==> src/rtl/large_array_mem_if.sv <==
// Bus bundle for the LargeArray storage engine: command inputs and
// registered read/status outputs. The master drives commands, the slave
// (the storage engine) returns busy, read data and the read counter.
interface large_array_mem_if #(
  parameter int DATA_W = 8,
  parameter int ADDR_W = 4
) ();
  logic              ren;
  logic              wen;
  logic [ADDR_W-1:0] addr;
  logic [DATA_W-1:0] data;
  logic              busy;
  logic [DATA_W-1:0] odata;
  logic              ovalid;
  logic [7:0]        rd_count;

  modport master (
    output ren, wen, addr, data,
    input  busy, odata, ovalid, rd_count
  );

  modport slave (
    input  ren, wen, addr, data,
    output busy, odata, ovalid, rd_count
  );
endinterface

==> src/rtl/large_array_mem.sv <==
// LargeArray storage engine: DEPTH x DATA_W register array with a
// registered read port and a write port sharing one address. After every
// reset a clear sequencer writes INIT_VAL to each entry, holding busy high
// and ignoring commands until it finishes. Accepted reads are counted in a
// saturating 8-bit counter.
//
// Optional feature macro: WR_FWD_EN
//   defined   -> same-cycle ren&&wen returns the write data on odata
//   undefined -> same-cycle ren&&wen returns the old entry (read-before-write)
//
// state    | meaning
// ---------+-------------------------------------------------------------
// ST_CLEAR | sequencer writes INIT_VAL to r_mem[r_clr_ptr]; busy=1
// ST_IDLE  | reads/writes accepted; held until the next reset
module large_array_mem #(
  parameter int              DATA_W   = 8,
  parameter int              ADDR_W   = 4,
  parameter logic [DATA_W-1:0] INIT_VAL = '0
) (
  input  logic              i_clk,
  input  logic              i_rst,
  large_array_mem_if.slave  bus
);
  localparam int DEPTH = 2 ** ADDR_W;

  typedef enum logic {
    ST_CLEAR = 1'b0,
    ST_IDLE  = 1'b1
  } state_t;

  state_t            r_state;
  logic [ADDR_W-1:0] r_clr_ptr;
  logic              r_busy;
  logic [DATA_W-1:0] r_odata;
  logic              r_ovalid;
  logic [7:0]        r_rd_count;
  logic [DATA_W-1:0] r_mem [DEPTH];

  logic              w_idle;
  logic              w_rd;
  logic              w_wr;
  logic              w_fwd;
  logic [DATA_W-1:0] w_rd_data;

  assign w_idle = (r_state == ST_IDLE);
  assign w_rd   = w_idle & bus.ren;
  assign w_wr   = w_idle & bus.wen;

  // The address is shared, so a simultaneous read and write always hit the
  // same entry; forwarding therefore only depends on the write being taken.
`ifdef WR_FWD_EN
  assign w_fwd = w_wr;
`else
  assign w_fwd = 1'b0;
`endif

  // r_mem is read before this edge's write lands, giving read-before-write.
  assign w_rd_data = w_fwd ? bus.data : r_mem[bus.addr];

  // Array update: clear sequencer owns the array in ST_CLEAR, writes in ST_IDLE.
  always_ff @(posedge i_clk) begin
    if (i_rst) begin
      if (r_state == ST_CLEAR) begin
        r_mem[r_clr_ptr] <= INIT_VAL;
      end else if (w_wr) begin
        r_mem[bus.addr] <= bus.data;
      end
    end
  end

  // Control FSM with registered outputs: clear sequencing, read port, counter.
  always_ff @(posedge i_clk) begin
    if (!i_rst) begin
      r_state    <= ST_CLEAR;
      r_clr_ptr  <= '0;
      r_busy     <= 1'b1;
      r_odata    <= '0;
      r_ovalid   <= 1'b0;
      r_rd_count <= '0;
    end else begin
      case (r_state)
        ST_CLEAR: begin
          r_ovalid  <= 1'b0;
          r_clr_ptr <= r_clr_ptr + 1'b1;
          if (r_clr_ptr == '1) begin
            r_state <= ST_IDLE;
            r_busy  <= 1'b0;
          end
        end
        ST_IDLE: begin
          r_ovalid <= w_rd;
          if (w_rd) begin
            r_odata <= w_rd_data;
            if (r_rd_count != 8'hFF) begin
              r_rd_count <= r_rd_count + 8'd1;
            end
          end
        end
        default: begin
          r_state <= ST_CLEAR;
        end
      endcase
    end
  end

  assign bus.busy     = r_busy;
  assign bus.odata    = r_odata;
  assign bus.ovalid   = r_ovalid;
  assign bus.rd_count = r_rd_count;
endmodule

==> src/flat_wrapper.sv <==
// flat-port wrapper written by rule: the top's interface ports become plain ports
module large_array_mem_flat 
#(
  parameter int              DATA_W   = 8,
  parameter int              ADDR_W   = 4,
  parameter logic [DATA_W-1:0] INIT_VAL = '0
)
  (i_clk, i_rst, bus_ren, bus_wen, bus_addr, bus_data, bus_busy, bus_odata, bus_ovalid, bus_rd_count);
  large_array_mem_if #(.DATA_W(DATA_W), .ADDR_W(ADDR_W)) bus_i ();
  input  logic i_clk;
  input  logic i_rst;
  input wire logic [$bits(bus_i.ren)-1:0] bus_ren;
  input wire logic [$bits(bus_i.wen)-1:0] bus_wen;
  input wire logic [$bits(bus_i.addr)-1:0] bus_addr;
  input wire logic [$bits(bus_i.data)-1:0] bus_data;
  output wire logic [$bits(bus_i.busy)-1:0] bus_busy;
  output wire logic [$bits(bus_i.odata)-1:0] bus_odata;
  output wire logic [$bits(bus_i.ovalid)-1:0] bus_ovalid;
  output wire logic [$bits(bus_i.rd_count)-1:0] bus_rd_count;
  assign bus_i.ren = bus_ren;
  assign bus_i.wen = bus_wen;
  assign bus_i.addr = bus_addr;
  assign bus_i.data = bus_data;
  assign bus_busy = bus_i.busy;
  assign bus_odata = bus_i.odata;
  assign bus_ovalid = bus_i.ovalid;
  assign bus_rd_count = bus_i.rd_count;
  large_array_mem #(.DATA_W(DATA_W), .ADDR_W(ADDR_W), .INIT_VAL(INIT_VAL)) u_core (.i_clk(i_clk), .i_rst(i_rst), .bus(bus_i));
endmodule
==> config.mk <==
export PLATFORM = sky130hd
export DESIGN_NAME = large_array_mem_flat
export DESIGN_NICKNAME = d
export VERILOG_FILES = /design/src/rtl/large_array_mem_if.sv /design/src/rtl/large_array_mem.sv /design/src/flat_wrapper.sv
export SDC_FILE = /design/constraint.sdc
export NUM_CORES = 1
export LEC_CHECK = 0
export ABC_AREA = 1
export BUFFER_PORTS_ARGS = -buffer_cell sky130_fd_sc_hd__buf_2
export CORE_AREA = 2 2 128 99
export DETAILED_ROUTE_END_ITERATION = 16
export DIE_AREA = 0 0 130 101
export PLACE_DENSITY = 0.76
export SKIP_LAST_GASP = 1
export SLEW_MARGIN = 20
export SYNTH_ARGS = -nofsm -noshare
export SYNTH_HDL_FRONTEND = slang
export SYNTH_SLANG_ARGS = --single-unit
export TNS_END_PERCENT = 10
==> constraint.sdc <==
create_clock -name i_clk -period 1.9 [get_ports i_clk]
set_input_delay 0.19 -clock i_clk [delete_from_list [all_inputs] [get_ports i_clk]]
set_output_delay 0.19 -clock i_clk [all_outputs]
set_load 0.01 [all_outputs]
Word-level counts from Yosys, hierarchy flattened
Memory sizes are Yosys's and may differ from the RTL's. A register that Yosys moved wholly into a read port is not among the register bits.
Index checks and enable logic that the tools add are counted.
Widths: inputs -> output; s select.

operators by class
  add/subtract/negate cells = 2
  multipliers = 0
  divide/modulo/power cells = 0
  order comparisons = 0
  equal/unequal tests = 2
  shift operators = 0
  muxes and demuxes = 13
  bitwise operators = 3
  reductions and logical operators = 5

operators by type and width
  cell                 number
  $mux 1               10
  $add 8x1->8 const B  1
  $mux 8               1
  $ne 8x8->1 const B   1
  $reduce_or 8->1      1
  $add 4x1->4 const B  1
  $eq 4x4->1 const B   1
  $mux 4               1
  $reduce_and 2->1     2
  $reduce_and 3->1     1
  $and 1x1->1          2
  $pmux 1 s2           1
  $logic_not 1->1      1
  $not 1->1            1

storage, ports and cells
  register bits after elaboration = 15
  bits in latches = 0
  memory bits (writable) = 128
  memory bits (read-only) = 0
  input port bits = 16
  output and inout port bits = 18
  logic and storage cells = 31
  memories = 1

memory list
  memory        words  bits a word  read ports  clocked after memory_dff  wr ports  line                   source
  u_core.r_mem  16     8            1           1                         1         large_array_mem.sv:37  logic [DATA_W-1:0] r_mem [DEPTH];

Longest topological paths before layout
Gate-level depths: netlist of the first run.

  word-level depth = 7
  depth in mapped cells = 11

Worst setup path before layout of the first run
No wires, ideal clock.

  kind = reg2reg
  start point = reg u_core.r_state
  end point = mem u_core.r_mem[13][0] (enable)
  arrival time = 1,375 ps
  data required time = 1,530 ps
  setup slack = 155 ps
  stages on the path, launching flop included = 8
  buffers on the path = 1
  clock period less this slack = 1,745 ps
  cells stage by stage = dfxtp_1 > nand3_4 > buf_6 > nand2_4 > o21ai_2 > inv_2 > nand2_1 > nor2_1

on the way
  word-level cells in the longest chain between the ends = 7

RTL lines
  item                                               line                    source
  start: declaration                                 large_array_mem.sv:31   state_t r_state;
  start signal: assignment                           large_array_mem.sv:74   r_state <= ST_CLEAR;
  start signal: assignment                           large_array_mem.sv:86   r_state <= ST_IDLE;
  start signal: assignment                           large_array_mem.sv:100  r_state <= ST_CLEAR;
  $and 1x1->1                                        large_array_mem.sv:47   assign w_wr = w_idle & bus.wen;
  $mux 1                                             large_array_mem.sv:65   end else if (w_wr) begin
  $mux 1                                             large_array_mem.sv:63   if (r_state == ST_CLEAR) begin
  $mux 1                                             large_array_mem.sv:62   if (i_rst) begin
  $mux 1 (not written as such)                       large_array_mem.sv:66   r_mem[bus.addr] <= bus.data;
  $reduce_or 8->1 (no line)                          --
  $mux 4 (no line) / $mux 1 (equally long branches)  --
  end: declaration                                   large_array_mem.sv:37

Several ways; a longest one is shown, not always the timed one.

Worst setup path in the final report of the first run
  start point = reg u_core.r_state
  end point = mem u_core.r_mem[2][1] (enable)

Same word-level chain as after synthesis.

==> impl_metrics.csv, run 1 <==
group,metric,value,unit
floorplan,initial_core_util,0.532,
place,portBuffers,33,
pwr,pwr-share-comb,0.046,
floorplan,die_h,101,um
timing,hold_violations,0,
grt,grt_pass1_wl,23000,um
synth,synth_seq_cells,151,
setup_path,cp-end-kind,"flip-flop",
place,gp_congestion,0.939,
setup_path,r2r_cells,5,
setup_path,critPathCapture,"u_core.r_mem[2][1]",
layout,finish.utilization,0.623,
synth,synth_area_leaders,"edfxtp_1, nand2_1, nand3_1",
grt,track_usage,0.244,
clocking,htreeDepth,4,
place,dpl_cell_area,6830,um2
synth,synth-edff-count,128,
clocking,cts-resized-gates,0,
drt,first_pass_iters,5,
setup_path,path_class,"flip-flop to flip-flop",
pwr,power.switching,1.56,mW
clocking,cts_buffers,17,
synth,synth_top_area_frac,0.605,
timing,rsz0062_at_grt,"false",
timing,post-route-min-period,1.76,ns
floorplan,die_area,13100,um2
timing,drv_slew,0,
pwr,powerDensity,1000,nW/um2
clocking,cts-root-buf,"clkbuf_16",
layout,layout_common_cells,"nand2_1, edfxtp_1, nand3_1",
synth,async_reset_ff_frac,0,
timing,fmax,0.567,GHz
drt,vias,4664,
synth,syn_area,6350,um2
synth,seq_area_frac_synth,0.677,
timing,worst_pin_slew,0.626,ns
drt,wl_per_cell,18.1,um
pwr,power_leakage,3.09,nW
synth,yosysWarnings,0,
layout,fin_nets,684,
timing,fin_ws,0.138,ns
timing,fin_crit_sh,0.928,
pwr,netSwitchingFraction,0.208,
layout,layout.cells.most_common,"nand2_1",
timing,finalClockSkew,0.0101,ns
layout,final-instance-count-excl-fill,845,
layout,area.growth.synth_to_final,17.2,%
setup_path,start_kind,"flip-flop",
synth,yosysUniqueCellTypes,31,
clocking,cts_setup_buffers,0,
drt,ant_nets,0,
clocking,cts_sinks,151,
min_path,hp-class,"input pin to flip-flop",
synth,yosys.area.top_type,"edfxtp_1",
synth,syn_inst,610,
timing,setup_viol,0,
floorplan,ioPinCount,34,
clocking,clk_latency,0.42,ns
pwr,p_seq_frac,0.481,
timing,slew-limit-headroom,0.582,
floorplan,die_x,130,um
pwr,ir_drop,1.05,mV
setup_path,crit_fanout,17,
clocking,cts_buffer_depth,2,
timing,final.setup.tns,0,ns
drt,drt-initial-drc-count,506,
grt,antenna_found_initial,0,
drt,wl,15300,um
run_status,status,"complete, no violations",
grt,grt_max_degree,65,
floorplan,fp-row-count,35,
layout,n_antenna_cell,0,
setup_path,cp.arrival,1.89,ns
synth,synthFlopType,"edfxtp_1",
grt,first_global_vias,4358,
setup_path,critical_path_required,2.03,ns
synth,synth_nets,628,
grt,gr-total-overflow,0,
drt,drc,0,
run,maxCapViolations,0,
synth,synth_area_per_cell,10.4,um2
clocking,ctsHoldBuffers,0,
setup_path,crit_start,"u_core.r_state",
floorplan,core,12000,um2
pwr,internal-power,5.92,mW
setup_path,timing.rr.end,"u_core.r_mem[2][1]",
layout,drive_gt1_frac,0.156,
setup_path,r2r-start,"u_core.r_state",
drt,viasPerCell,5.52,
place,dp_cells,813,
clocking,cts_tree,"yes",
place,pre_cts_ws,0.108,ns
layout,fin_area,7450,um2
pwr,clkPwrFrac,0.473,
place,dp_hpwl,9860,um
clocking,clk_pin_slew,0.06,ns
setup_path,r2r_slack,0.14,ns
[routing by layer]
layer,routed length (um),vias to the layer above,track usage
li1,-,2172,-
met1,6360,2240,0.339
met5,0,-,0
met2,7200,223,0.380
met3,1300,29,0.0536
met4,396,0,0.0943
[cell families (layout without fill, tap and decap cells)]
family / Yosys count / after routing / share of synthesized area
AOI/OAI and AO/OA: 21 / 21 / 0.0205
xor gates and xnor gates: 3 / 3 / 0.00414
adders and majority gates: 2 / 2 / 0.00394
buffers and inverters: 64 / 133 / 0.0463
DFF: 151 / 151 / 0.677
and+or+nand+nor: 369 / 369 / 0.248
[worst max-delay path, cell delays in order (launching register included)]
cell	delay (ns)
dfxtp_1	0.37
nand3_4	0.22
o21ai_1	0.30
nand3_1	0.23
nor2_1	0.16
buf_4	0.19
[area by class of cell]
| cell class | count | area (um2) |
|---|---|---|
| Multi-Input combinational cell | 395 | 1760 |
| Fill cell | 904 | 4510 |
| Inverter | 35 | 133 |
| Clock inverter | 11 | 173 |
| Timing Repair Buffer | 66 | 425 |
| Tap cell | 166 | 208 |
| Sequential cell | 151 | 4300 |
| Clock buffer | 21 | 450 |
[metrics by stage]
stage | power, mW | hold WS (ns)
floorplan | 3.89 | 0.392
global placement | 3.99 | 0.445
detailed placement | 4.00 | 0.457
CTS | 7.48 | 0.0415
global route | 7.66 | 0.0477
finish | 7.48 | 0.0587
[worst min path at each step]
stage                     cells after the start             from  slack (ns)           endpoint
after floorplan                               2          bus_ren        0.39  u_core.bus.ovalid
after global placement                        2  u_core.bus.busy        0.45    u_core.bus.busy
after detailed placement                      2  u_core.bus.busy        0.46    u_core.bus.busy
after CTS                                     2            i_rst        0.04    u_core.bus.busy
after global routing                          2            i_rst        0.05    u_core.bus.busy
final                                         2            i_rst        0.06    u_core.bus.busy
[flip-flops by register name (all words and copies together), names as in the netlist]
name and cells:
u_core.r_mem 128, u_core.bus.odata 8, u_core.bus.rd_count 8, u_core.r_clr_ptr 4, u_core.bus.busy 1, u_core.bus.ovalid 1
u_core.r_state 1
[Yosys cell counts (all sizes together) (2+ instances only)]
cell	number
nand2	200
edfxtp	128
nand3	113
nor2	52
inv	33
buf	23
dfxtp	23
a21oi	11
o21ai	9
clkbuf	6
clkinv	2
ha	2
nor3	2
xor2	2
[power by group through the flow]
stage	sequential, mW	clock, mW	combinational [mW]
2_1_floorplan	3.66	0	0.231
3_3_place_gp	3.67	0	0.322
3_5_place_dp	3.67	0	0.334
4_1_cts	3.60	3.54	0.337
5_1_grt	3.60	3.68	0.378
6_report	3.60	3.54	0.343
Note: power is estimated with default switching activity, not from simulation.
==> run 2, diff against run 1 <==
--- a/config.mk
+++ b/config.mk
@@ -7,10 +7,11 @@
 export LEC_CHECK = 0
 export ABC_AREA = 1
 export BUFFER_PORTS_ARGS = -buffer_cell sky130_fd_sc_hd__buf_2
-export CORE_AREA = 2 2 128 99
+export CORE_AREA = 2 2 125 97
+export CTS_BUF_LIST = sky130_fd_sc_hd__clkbuf_8
 export DETAILED_ROUTE_END_ITERATION = 16
-export DIE_AREA = 0 0 130 101
-export PLACE_DENSITY = 0.76
+export DIE_AREA = 0 0 127 99
+export PLACE_DENSITY = 0.79
 export SKIP_LAST_GASP = 1
 export SLEW_MARGIN = 20
 export SYNTH_ARGS = -nofsm -noshare
==> run 2 against run 1 <==
Compared with the run above:
- combinational power about the same
- die area decreased by 4.2%
- count of clock-buffer cells in the layout decreased by 3
- critical path type unchanged
- critical path depth unchanged
- total power decreased by 16%
==> impl_metrics.csv, run 2 (synthesized netlist as in run 1, its figures left out) <==
group,metric,value,unit
place,portBuffers,33,
setup_path,path_class,"flip-flop to flip-flop",
timing,final.setup.tns,0,ns
layout,area.growth.synth_to_final,13.2,%
timing,slew-limit-headroom,0.668,
clocking,htreeDepth,4,
timing,fin_ws,0.114,ns
timing,drv_slew,0,
floorplan,die_x,127,um
timing,hold_violations,0,
floorplan,ioPinCount,34,
grt,track_usage,0.250,
timing,rsz0062_at_grt,"false",
drt,ant_nets,0,
setup_path,r2r_slack,0.11,ns
grt,grt_pass1_wl,23100,um
clocking,clk_pin_slew,0.08,ns
drt,viasPerCell,5.65,
floorplan,fp-row-count,34,
drt,drc,0,
setup_path,crit_fanout,17,
layout,n_antenna_cell,0,
clocking,cts_sinks,151,
grt,antenna_found_initial,0,
drt,first_pass_iters,5,
clocking,ctsHoldBuffers,0,
timing,post-route-min-period,1.79,ns
drt,wl_per_cell,18.0,um
setup_path,start_kind,"flip-flop",
layout,largest-register,"u_core.r_mem",
pwr,power_leakage,3.00,nW
pwr,powerDensity,873,nW/um2
run_status,status,"complete, no violations",
clocking,cts_buffer_depth,2,
place,gp_congestion,0.871,
layout,largest_reg_flops,128,
pwr,power,6.28,mW
clocking,cts-root-buf,"clkbuf_8",
grt,first_global_vias,4468,
timing,fin_crit_sh,0.940,
pwr,ir_drop,0.520,mV
clocking,cts-resized-gates,0,
layout,fin_area,7190,um2
timing,worst_pin_slew,0.498,ns
setup_path,cp.arrival,1.94,ns
clocking,cts_tree,"yes",
floorplan,die_h,99,um
drt,vias,4651,
setup_path,cp-end-kind,"flip-flop",
layout,fin_nets,684,
layout,fill_cells,839,
layout,drive_gt1_frac,0.161,
clocking,cts_setup_buffers,0,
clocking,clk_latency,0.45,ns
setup_path,critical_path_required,2.06,ns
layout,layout_common_cells,"nand2_1, edfxtp_1, nand3_1",
place,dpl_cell_area,6810,um2
min_path,hp-class,"input pin to flip-flop",
place,dp_hpwl,9670,um
grt,grt_max_degree,65,
run,maxCapViolations,0,
floorplan,core,11300,um2
clocking,cts_buffers,17,
timing,finalClockSkew,0.0117,ns
drt,wl,14800,um
floorplan,die_area,12600,um2
drt,drt-initial-drc-count,494,
place,pre_cts_ws,0.183,ns
layout,layout.cells.most_common,"nand2_1",
timing,setup_viol,0,
grt,gr-total-overflow,0,
floorplan,initial_core_util,0.562,
timing,fmax,0.560,GHz
run 2: cell types whose count changed in the layout (fill, tap and decap cells not counted):
cell        change
clkbuf_1        -3
bufinv_16       -2
inv_1           +1
inv_2           +1
clkbuf_16      -17
clkinvlp_4      +1
buf_4           -1
clkbuf_8       +17
clkinv_1        -1
buf_12          +1
inv_6           -1
clkinv_2        +4
run 2: cell type report:
class                           instances  area [um2]  area share
Tap cell                              144         180      0.0250
Inverter                               35         133      0.0184
Timing Repair Buffer                   66         438      0.0609
Clock inverter                         14         135      0.0188
Clock buffer                           18         248      0.0344
Multi-Input combinational cell        395        1760       0.244
Sequential cell                       151        4300       0.598
run 2: where the power goes:
group / switching (mW) / internal (mW) / total, mW / leakage (nW)
combinational: 0.234 / 0.107 / 0.341 / 1.27
sequential: 0.0150 / 3.58 / 3.59 / 1.54
clock: 1.17 / 1.18 / 2.35 / 0.187
total: 1.41 / 4.87 / 6.28 / 3.00
run 2: worst max-delay path, cell delays in order (launching register included):
cell and delay (ns):
dfxtp_1 0.38, nand3_4 0.23, o21ai_1 0.30, nand3_1 0.24, nor2_1 0.16, buf_4 0.19
run 2: path summary, 6_finish.rpt:
| kind | startpoint | end | depth (start not counted) |
|---|---|---|---|
| min reg2reg | u_core.bus.busy | u_core.bus.busy | 2 |
| max | u_core.r_state | u_core.r_mem[3][2] | 5 |
| min | bus_ren | u_core.bus.ovalid | 3 |
| max reg2reg | u_core.r_state | u_core.r_mem[3][2] | 5 |
run 2: per-layer routing:
metal	up-vias	track usage	wire [um]
li1	2169	-	-
met1	2192	0.356	6240
met5	-	0	0
met3	26	0.0706	1670
met4	0	0.0862	271
met2	264	0.376	6630
run 2: stage by stage:
| stage | hold slack, ns | instances | util |
|---|---|---|---|
| final | 0.0651 | 823 | 0.636 |
| after global routing | 0.0634 | 823 | 0.636 |
| after CTS | 0.0482 | 823 | 0.636 |
| after detailed placement | 0.461 | 791 | 0.602 |
| after global placement | 0.455 | 791 | 0.602 |
| after floorplan | 0.392 | 610 | - |
